<file path="src/rtl/display_scan_ctrl_if.sv">
// Bus between the game/state logic and the 7-segment scan controller.
// The master writes digit words and the enable; the slave drives the display pins.
interface display_scan_ctrl_if #(
  parameter int NUM_DIGITS = 4
);
  localparam int SEL_W = (NUM_DIGITS > 1) ? $clog2(NUM_DIGITS) : 1;

  logic                    en;
  logic                    load;
  logic [4*NUM_DIGITS-1:0] digits_in;
  logic [NUM_DIGITS-1:0]   dots_in;
  logic [6:0]              seg_out;
  logic                    dp_out;
  logic [NUM_DIGITS-1:0]   an_out;
  logic [SEL_W-1:0]        digit_sel;
  logic                    frame_done;

  modport master (
    output en, load, digits_in, dots_in,
    input  seg_out, dp_out, an_out, digit_sel, frame_done
  );

  modport slave (
    input  en, load, digits_in, dots_in,
    output seg_out, dp_out, an_out, digit_sel, frame_done
  );
endinterface

</file>
<file path="src/rtl/display_scan_ctrl.sv">
// Time-multiplexed 7-segment scan controller: per-digit blanking gap, double-buffered
// digit word swapped only at frame boundaries, hex decode, registered pin outputs.
module display_scan_ctrl #(
  parameter int NUM_DIGITS   = 4,
  parameter int CLK_DIV      = 50000,
  parameter int BLANK_CYCLES = 500,
  parameter int ACTIVE_LOW   = 1
) (
  input  logic                 clk,
  input  logic                 reset,
  display_scan_ctrl_if.slave   bus
);
  localparam int SEL_W = (NUM_DIGITS > 1) ? $clog2(NUM_DIGITS) : 1;
  localparam int CNT_W = $clog2(CLK_DIV);
  localparam int DW    = 4 * NUM_DIGITS;

  localparam logic [1:0] ST_OFF   = 2'd0;
  localparam logic [1:0] ST_BLANK = 2'd1;
  localparam logic [1:0] ST_SHOW  = 2'd2;

  localparam logic [CNT_W-1:0] CNT_LAST   = CNT_W'(CLK_DIV - 1);
  localparam logic [CNT_W-1:0] BLANK_LAST = CNT_W'(BLANK_CYCLES - 1);
  localparam logic [SEL_W-1:0] SEL_LAST   = SEL_W'(NUM_DIGITS - 1);

  localparam logic                  POL     = (ACTIVE_LOW != 0);
  localparam logic [6:0]            SEG_OFF = {7{POL}};
  localparam logic [NUM_DIGITS-1:0] AN_OFF  = {NUM_DIGITS{POL}};

  logic [1:0]            state_q, state_d;
  logic [CNT_W-1:0]      cnt_q, cnt_d;
  logic [SEL_W-1:0]      sel_q, sel_d;
  logic [DW-1:0]         pend_dig_q, pend_dig_d;
  logic [NUM_DIGITS-1:0] pend_dot_q, pend_dot_d;
  logic                  pend_valid_q, pend_valid_d;
  logic [DW-1:0]         act_dig_q, act_dig_d;
  logic [NUM_DIGITS-1:0] act_dot_q, act_dot_d;
  logic [NUM_DIGITS-1:0] an_q, an_d;
  logic [6:0]            seg_q, seg_d;
  logic                  dp_q, dp_d;
  logic                  frame_done_q, frame_done_d;

  logic                  boundary;
  logic [3:0]            nib_d [NUM_DIGITS];
  logic [NUM_DIGITS-1:0] sel_onehot_d;

  function automatic logic [6:0] hex7(input logic [3:0] v);
    logic [6:0] s;
    case (v)
      4'h0: s = 7'h3F;  4'h1: s = 7'h06;  4'h2: s = 7'h5B;  4'h3: s = 7'h4F;
      4'h4: s = 7'h66;  4'h5: s = 7'h6D;  4'h6: s = 7'h7D;  4'h7: s = 7'h07;
      4'h8: s = 7'h7F;  4'h9: s = 7'h6F;  4'hA: s = 7'h77;  4'hB: s = 7'h7C;
      4'hC: s = 7'h39;  4'hD: s = 7'h5E;  4'hE: s = 7'h79;  default: s = 7'h71;
    endcase
    return s;
  endfunction

  // Outputs are computed from the next-state values so the pins line up with the state flops.
  generate
    for (genvar gi = 0; gi < NUM_DIGITS; gi++) begin : g_digit
      assign nib_d[gi]        = act_dig_d[4*gi +: 4];
      assign sel_onehot_d[gi] = (sel_d == SEL_W'(gi));
    end
  endgenerate

  always_comb begin
    state_d      = state_q;
    cnt_d        = cnt_q;
    sel_d        = sel_q;
    boundary     = 1'b0;
    frame_done_d = 1'b0;

    if (!bus.en) begin
      state_d = ST_OFF;
      cnt_d   = '0;
      sel_d   = '0;
    end else begin
      case (state_q)
        ST_OFF: begin
          state_d  = ST_BLANK;
          cnt_d    = '0;
          sel_d    = '0;
          boundary = 1'b1;
        end
        ST_BLANK: begin
          cnt_d = cnt_q + CNT_W'(1);
          if (cnt_q == BLANK_LAST) state_d = ST_SHOW;
        end
        ST_SHOW: begin
          if (cnt_q == CNT_LAST) begin
            cnt_d   = '0;
            state_d = ST_BLANK;
            if (sel_q == SEL_LAST) begin
              sel_d        = '0;
              boundary     = 1'b1;
              frame_done_d = 1'b1;
            end else begin
              sel_d = sel_q + SEL_W'(1);
            end
          end else begin
            cnt_d = cnt_q + CNT_W'(1);
          end
        end
        default: begin
          state_d = ST_OFF;
          cnt_d   = '0;
          sel_d   = '0;
        end
      endcase
    end
  end

  // The boundary swap takes the old pending word; a load on the same edge stays pending.
  always_comb begin
    act_dig_d    = act_dig_q;
    act_dot_d    = act_dot_q;
    pend_dig_d   = pend_dig_q;
    pend_dot_d   = pend_dot_q;
    pend_valid_d = pend_valid_q && !boundary;
    if (boundary && pend_valid_q) begin
      act_dig_d = pend_dig_q;
      act_dot_d = pend_dot_q;
    end
    if (bus.load) begin
      pend_dig_d   = bus.digits_in;
      pend_dot_d   = bus.dots_in;
      pend_valid_d = 1'b1;
    end
  end

  always_comb begin
    an_d  = AN_OFF;
    seg_d = SEG_OFF;
    dp_d  = POL;
    if (state_d != ST_OFF) begin
      seg_d = hex7(nib_d[sel_d]) ^ {7{POL}};
      dp_d  = act_dot_d[sel_d] ^ POL;
      if (state_d == ST_SHOW) an_d = sel_onehot_d ^ {NUM_DIGITS{POL}};
    end
  end

  always_ff @(posedge clk or posedge reset) begin
    if (reset) begin
      state_q      <= ST_OFF;
      cnt_q        <= '0;
      sel_q        <= '0;
      pend_dig_q   <= '0;
      pend_dot_q   <= '0;
      pend_valid_q <= 1'b0;
      act_dig_q    <= '0;
      act_dot_q    <= '0;
      an_q         <= AN_OFF;
      seg_q        <= SEG_OFF;
      dp_q         <= POL;
      frame_done_q <= 1'b0;
    end else begin
      state_q      <= state_d;
      cnt_q        <= cnt_d;
      sel_q        <= sel_d;
      pend_dig_q   <= pend_dig_d;
      pend_dot_q   <= pend_dot_d;
      pend_valid_q <= pend_valid_d;
      act_dig_q    <= act_dig_d;
      act_dot_q    <= act_dot_d;
      an_q         <= an_d;
      seg_q        <= seg_d;
      dp_q         <= dp_d;
      frame_done_q <= frame_done_d;
    end
  end

  assign bus.an_out     = an_q;
  assign bus.seg_out    = seg_q;
  assign bus.dp_out     = dp_q;
  assign bus.digit_sel  = sel_q;
  assign bus.frame_done = frame_done_q;
endmodule

</file>
<file path="src/flat_wrapper.sv">
// flat-port wrapper written by rule: the top's interface ports become plain ports
module display_scan_ctrl_flat 
#(
  parameter int NUM_DIGITS   = 4,
  parameter int CLK_DIV      = 50000,
  parameter int BLANK_CYCLES = 500,
  parameter int ACTIVE_LOW   = 1
)
  (clk, reset, bus_en, bus_load, bus_digits_in, bus_dots_in, bus_seg_out, bus_dp_out, bus_an_out, bus_digit_sel, bus_frame_done);
  display_scan_ctrl_if #(.NUM_DIGITS(NUM_DIGITS)) bus_i ();
  input  logic clk;
  input  logic reset;
  input wire logic [$bits(bus_i.en)-1:0] bus_en;
  input wire logic [$bits(bus_i.load)-1:0] bus_load;
  input wire logic [$bits(bus_i.digits_in)-1:0] bus_digits_in;
  input wire logic [$bits(bus_i.dots_in)-1:0] bus_dots_in;
  output wire logic [$bits(bus_i.seg_out)-1:0] bus_seg_out;
  output wire logic [$bits(bus_i.dp_out)-1:0] bus_dp_out;
  output wire logic [$bits(bus_i.an_out)-1:0] bus_an_out;
  output wire logic [$bits(bus_i.digit_sel)-1:0] bus_digit_sel;
  output wire logic [$bits(bus_i.frame_done)-1:0] bus_frame_done;
  assign bus_i.en = bus_en;
  assign bus_i.load = bus_load;
  assign bus_i.digits_in = bus_digits_in;
  assign bus_i.dots_in = bus_dots_in;
  assign bus_seg_out = bus_i.seg_out;
  assign bus_dp_out = bus_i.dp_out;
  assign bus_an_out = bus_i.an_out;
  assign bus_digit_sel = bus_i.digit_sel;
  assign bus_frame_done = bus_i.frame_done;
  display_scan_ctrl #(.NUM_DIGITS(NUM_DIGITS), .CLK_DIV(CLK_DIV), .BLANK_CYCLES(BLANK_CYCLES), .ACTIVE_LOW(ACTIVE_LOW)) u_core (.clk(clk), .reset(reset), .bus(bus_i));
endmodule
</file>
<file path="config.mk">
export PLATFORM = sky130hd
export DESIGN_NAME = display_scan_ctrl_flat
export DESIGN_NICKNAME = d
export VERILOG_FILES = /design/src/rtl/display_scan_ctrl_if.sv /design/src/rtl/display_scan_ctrl.sv /design/src/flat_wrapper.sv
export SDC_FILE = /design/constraint.sdc
export NUM_CORES = 1
export LEC_CHECK = 0
export ABC_AREA = 1
export CORE_AREA = 2 2 90 92
export DETAILED_ROUTE_END_ITERATION = 8
export DIE_AREA = 0 0 92 94
export GPL_ROUTABILITY_DRIVEN = 0
export PLACE_DENSITY = 0.74
export SETUP_SLACK_MARGIN = 0.05
export SLEW_MARGIN = 25
export SYNTH_ARGS = -nofsm -noshare
export SYNTH_HDL_FRONTEND = slang
export SYNTH_SLANG_ARGS = --single-unit
</file>
<file path="constraint.sdc">
create_clock -name clk -period 2.6 [get_ports clk]
set_input_delay 0.26 -clock clk [delete_from_list [all_inputs] [get_ports clk]]
set_output_delay 0.26 -clock clk [all_outputs]
set_load 0.005 [all_outputs]
</file>
==> metrics.csv, run 1 <==
metric,value,unit
status,finished clean,
htreeDepth,3,
yosysWarningCount,0,
synth.top_cell.area_share,40.56,%
yosys-top-cells-area,"dfrtp_1, nand2_1, dfstp_2",
p_per_area,555.6,nW/um2
io_buffers,38,
final.period_utilization,93.08,%
area_growth,27.74,%
drtIter0Drc,191,
maxSlewViolCount,0,
drive_above_1_share,23.76,%
wl_met2,3979,um
setup_viol,0,
required,2.89,ns
hpwl,5795,um
crit_path_end_kind,register,
synth_top_cell_by_area,dfrtp_1,
finalWorstSetupSlack,0.1800,ns
syn_avg_cell_area,8.261,um2
clockBufferDepth,2,
p_leak,0.002357,uW
hold_viol,0,
ys_types,35,
tritoncts,done,
dr.pass1.iters,4,
antenna_found_initial,0,
max-vdd-ir-drop,298.5,uV
syn_inst,463,
multiInputGateArea,1775,um2
cp_max_fo,7,
tns,0,ns
routedWlPerCell,12.88,um
clkLatencyLatePin,0.35,ns
max_clock_freq,413.2,MHz
die_w,92,um
crit_path_start_kind,register,
grt_pass1_wl,13680,um
path_clk_slew,0.08,ns
root_buffer,clkbuf_8,
via_count,3227,
num_rows,32,
gr-total-overflow,0,
tightestPinTransition,0.6950,ns
die_area,8648,um2
fin_skew,0.01031,ns
regArea,1868,um2
fin_crit,2.420,ns
grt_usage,20.14,%
slew_headroom,53.67,%
ys_seq_elements,74,
hold_class,primary input to asynchronous set/reset pin,
numCtsBuffers,9,
drc_errors,0,
yosysSeqAreaShare,48.81,%
start_util,50.28,%
post-place-ws,-0.06534,ns
antennaDiodeCount,0,
die_h,94,um
routed_wl,8310,um
first_global_vias,3029,
grt_max_degree,40,
wl_met3,314,um
nets,574,
fill_cells,623,
synth.cell_area,3825,um2
numClockSinks,74,
criticalPathCategory,register to register,
top_layer,met4,
drv_cap,0,
synth_nets,499,
viasPerCell,5.003,
ios,39,
ant_nets,0,
core_region_area,7607,um2
cp.arrival,2.71,ns
drt-met1-wl,3731,um
flip-flops by register name, indices dropped and copies added, names as in the netlist:
register               count
u_core.bus.dp_out          1
u_core.act_dig_q          16
u_core.bus.seg_out         7
u_core.act_dot_q           4
u_core.bus.frame_done      1
u_core.bus.digit_sel       2
u_core.bus.an_out          4
u_core.pend_valid_q        1
u_core.pend_dot_q          4
u_core.state_q             2
u_core.pend_dig_q         16
u_core.cnt_q              16
cells by family after synthesis:
kind of cell	Yosys count	share of synthesized area [%]
muxes	5	1.472
AOI/OAI and AO/OA	38	5.332
and+or+nand+nor	252	30.65
adders and majority gates	12	3.925
DFF	74	48.81
xor gates and xnor gates	6	1.374
buffers and inverters	76	8.439
timing repair:
action | 4_1_cts | 5_1_grt
setup buffers | 0 | 17
endpoints found under the setup margin | 5 | 7
cloned | 0 | 0
gates resized for setup | 2 | 40
hold buffers | 0 | 0
pin swaps | 0 | 16
path summary, 6_finish.rpt:
path / startpoint / to / slack (ns) / cells past startpoint
setup / recovery: u_core.cnt_q[0] / u_core.bus.seg_out[1] / 0.18 / 17
hold / removal: reset / u_core.act_dig_q[13] / 0.21 / 2
setup reg to reg: u_core.cnt_q[0] / u_core.bus.seg_out[1] / 0.18 / 17
hold reg to reg: u_core.act_dig_q[12] / u_core.act_dig_q[12] / 0.50 / 2
max in group asynchronous: reset / u_core.bus.seg_out[1] / 1.74 / 3
min in group clk: bus_dots_in[2] / u_core.pend_dot_q[2] / 0.47 / 3
metrics by stage:
stage	utilization [%]	cell area, um2	hold WS [ns]	std cells	power, uW
floorplan	-	3825	0.3810	463	1693
global placement	58.16	4424	0.4558	612	1858
global route	64.23	4886	0.2089	645	2880
CTS	60.56	4607	0.2061	628	2676
finish	64.23	4886	0.2057	645	2715
detailed placement	58.16	4424	0.4709	612	1879
power by group:
group / switching (uW) / leakage (uW) / internal (uW) / total [uW]
Combinational: 338 / 0.00136 / 261 / 599
Clock: 421 / 0.0000903 / 374 / 794
Sequential: 43.8 / 0.000910 / 1280 / 1320
Total: 802 / 0.00236 / 1910 / 2710
Yosys cell counts:
cell	count
inv_2	2
buf_2	3
o21ai_1	7
nand3_2	3
nand2_4	4
nor4_1	3
and2_1	2
xnor2_1	3
clkinv_1	2
dfstp_2	12
nor2_1	31
nor3_1	9
inv_1	59
xor2_1	3
nand3_1	50
clkbuf_1	4
mux2_2	5
o21ai_2	2
buf_1	1
nor2_4	3
nand3b_1	1
o21ai_0	19
a31oi_1	2
dfrtp_1	62
nand2_1	125
nor2_2	4
buf_6	4
nor3b_1	1
buf_4	1
a21oi_1	7
nand2_2	13
nand4_1	2
nand3_4	1
a31o_2	1
ha_1	12
per-layer routing:
metal	global-route usage (%)	vias to the layer above
met1	26.10	1514
li1	-	1608
met2	32.66	82
met3	3.210	23
met4	10.70	0
met5	0	-
layout by cell type, fill, tap and decap left out, drive strengths merged, types with 3 or more instances in the layout:
| cell type | netlist | layout |
|---|---|---|
| clkbuf | 4 | 12 |
| ha | 12 | 12 |
| buf | 9 | 39 |
| nor4 | 3 | 3 |
| dfstp | 12 | 12 |
| dfrtp | 62 | 62 |
| nand2 | 142 | 142 |
| a21oi | 7 | 7 |
| clkdlybuf4s50 | 0 | 38 |
| clkinv | 2 | 5 |
| nor3 | 9 | 9 |
| nand3 | 54 | 54 |
| nor2 | 38 | 38 |
| o21ai | 28 | 28 |
| inv | 61 | 62 |
| xnor2 | 3 | 3 |
| xor2 | 3 | 3 |
| mux2 | 5 | 5 |
worst max-delay path, stage by stage, from the launching register on:
cell and delay (ns):
dfrtp_1 0.42, ha_4 0.17, nand3_4 0.09, nor2_4 0.15, nand3_2 0.15, nand2_4 0.14
buf_8 0.14, nand3_1 0.08, nand2_1 0.14, nand3_2 0.10, nand2_2 0.09, nor2_4 0.05
buf_4 0.15, ha_4 0.27, nand3_2 0.06, nand2_1 0.07, inv_1 0.04, nand2_1 0.05
final cells by class:
type                    instances  area share (%)
flip-flops and latches         74           38.23
well taps                     102           2.612
repair buffers                 77           14.34
clock buffers                  12           2.971
clock inverters                 4          0.5634
inverters                      63           4.942
multi-input cells             313           36.34
(Power assumes the default switching activity.)
==> run 2, diff against run 1 <==
Settings changed: RECOVER_POWER set to 25.
==> metrics.csv, run 2 (synthesized netlist as in run 1, its figures left out) <==
metric,value,unit
worst-path-buf-inv,3,
fin_skew,0.01106,ns
clkLatencyLatePin,0.35,ns
max-vdd-ir-drop,298.1,uV
numCtsBuffers,9,
ios,39,
p_per_area,555.3,nW/um2
placed_cell_area,4424,um2
hpwl,5795,um
maxSlewViolCount,0,
drv_cap,0,
crit_family,simple AND/OR/NAND/NOR gates,
clockBufferDepth,2,
switchingPower,795.3,uW
place_inst,612,
core_region_area,7607,um2
criticalPathCategory,register to register,
slowest_delay,0.42,ns
crit_path_start_kind,register,
drtIter0Drc,191,
post-place-ws,-0.06534,ns
gr-total-overflow,0,
max_clock_freq,412.2,MHz
antennaDiodeCount,0,
required,2.89,ns
combinationalPowerShare,22.0,%
numClockSinks,74,
num_rows,32,
final.period_utilization,93.31,%
fin_cells,645,
grt_max_degree,40,
area_growth,27.35,%
path_clk_slew,0.08,ns
cp.arrival,2.71,ns
finalPower,2705,uW
final_common_cell,nand2_1,
p_leak,0.002353,uW
reg_top3,"u_core.act_dig_q (16), u_core.cnt_q (16), u_core.pend_dig_q (16)",
hold_buffers,0,
routed_wl,8257,um
drive_above_1_share,23.57,%
die_area,8648,um2
die_h,94,um
viasPerCell,4.998,
ant_nets,0,
grt_usage,20.14,%
cp-startpoint,u_core.cnt_q[0],
path_cells,ha_4 -> nand3_4 -> nor2_4 -> nand3_2 -> nand2_4 -> buf_8 -> nand3_1 -> nand2_1 -> nand3_2 -> nand2_2 -> nor2_4 -> buf_4 -> ha_4 -> nand3_2 -> nand2_1 -> inv_1 -> nand2_1,
pwr-share-seq,48.9,%
hold_class,primary input to asynchronous set/reset pin,
nets,574,
r2r-start,u_core.cnt_q[0],
cp_slowest_cell,dfrtp_1,
cp_max_fo,7,
clock_power_share,29.1,%
drc_errors,0,
dr.pass1.iters,4,
hold_viol,0,
final_area,4871,um2
root_buffer,clkbuf_8,
finalWorstSetupSlack,0.1739,ns
start_util,50.28,%
via_count,3224,
tightestPinTransition,0.9225,ns
fin_crit,2.426,ns
slew_headroom,38.50,%
crit_path_end_kind,register,
antenna_found_initial,0,
final_cell_mix,"nand2_1, dfrtp_1, inv_1",
tritoncts,done,
p_int,1910,uW
die_w,92,um
first_global_vias,3029,
io_buffers,38,
htreeDepth,3,
status,finished clean,
setup_viol,0,
sw_frac_of_total,29.40,%
routedWlPerCell,12.80,um
grt_pass1_wl,13680,um
## run 2: cell count changes in the layout (fill, tap and decap cells not counted), sizes merged
cell and change:
buf -1, clkbuf +1, clkdlybuf4s50 -1, dlygate4sd3 +1
## run 2: power groups by stage
| stage | Combinational, uW | Clock (uW) | Sequential (uW) |
|---|---|---|---|
| 6_report | 594 | 788 | 1320 |
| 3_3_place_gp | 522 | 0 | 1340 |
| 2_1_floorplan | 362 | 0 | 1330 |
| 4_1_cts | 541 | 815 | 1320 |
| 3_5_place_dp | 537 | 0 | 1340 |
| 5_1_grt | 668 | 877 | 1330 |
## run 2: through the flow
step / setup TNS, ns / hold WS, ns / utilization [%]
3_5_place_dp: -0.1959 / 0.4709 / 58.16
2_1_floorplan: 0 / 0.3810 / -
5_1_grt: -0.0003122 / 0.4346 / 64.03
3_3_place_gp: 0 / 0.4558 / 58.16
6_report: 0 / 0.4138 / 64.03
4_1_cts: 0 / 0.2061 / 60.56
## run 2: final timing paths
check	to	slack [ns]	cells after the start
min reg2reg	u_core.act_dig_q[12]	0.50	2
max in group asynchronous	u_core.cnt_q[10]	0.85	3
min in group clk	u_core.pend_dot_q[2]	0.47	3
max reg2reg	u_core.bus.seg_out[1]	0.17	17
max	u_core.bus.seg_out[1]	0.17	17
min	u_core.pend_dig_q[7]	0.41	2
## run 2: timing repair
item,4_1_cts,5_1_grt
buffers inserted,0,17
resized for setup,2,40
endpoints found under the setup margin,5,7
pin swaps,0,16
## run 2: cell type report
| type | count | area [um2] |
|---|---|---|
| clock buffers | 12 | 145.1 |
| flip-flops and latches | 74 | 1868 |
| clock inverters | 4 | 27.53 |
| inverters | 63 | 241.5 |
| repair buffers | 77 | 685.7 |
| fillers | 624 | 2736 |
| multi-input cells | 313 | 1775 |
| well taps | 102 | 127.6 |
## run 2: per-layer routing
| metal | share of wire [%] | track usage [%] | wire length [um] | up-vias |
|---|---|---|---|---|
| met5 | 0 | 0 | 0 | - |
| met4 | 2.9 | 10.70 | 238 | 0 |
| met3 | 3.6 | 3.210 | 300 | 19 |
| met2 | 48 | 32.66 | 4003 | 79 |
| met1 | 45 | 26.10 | 3714 | 1519 |
| li1 | - | - | - | 1607 |
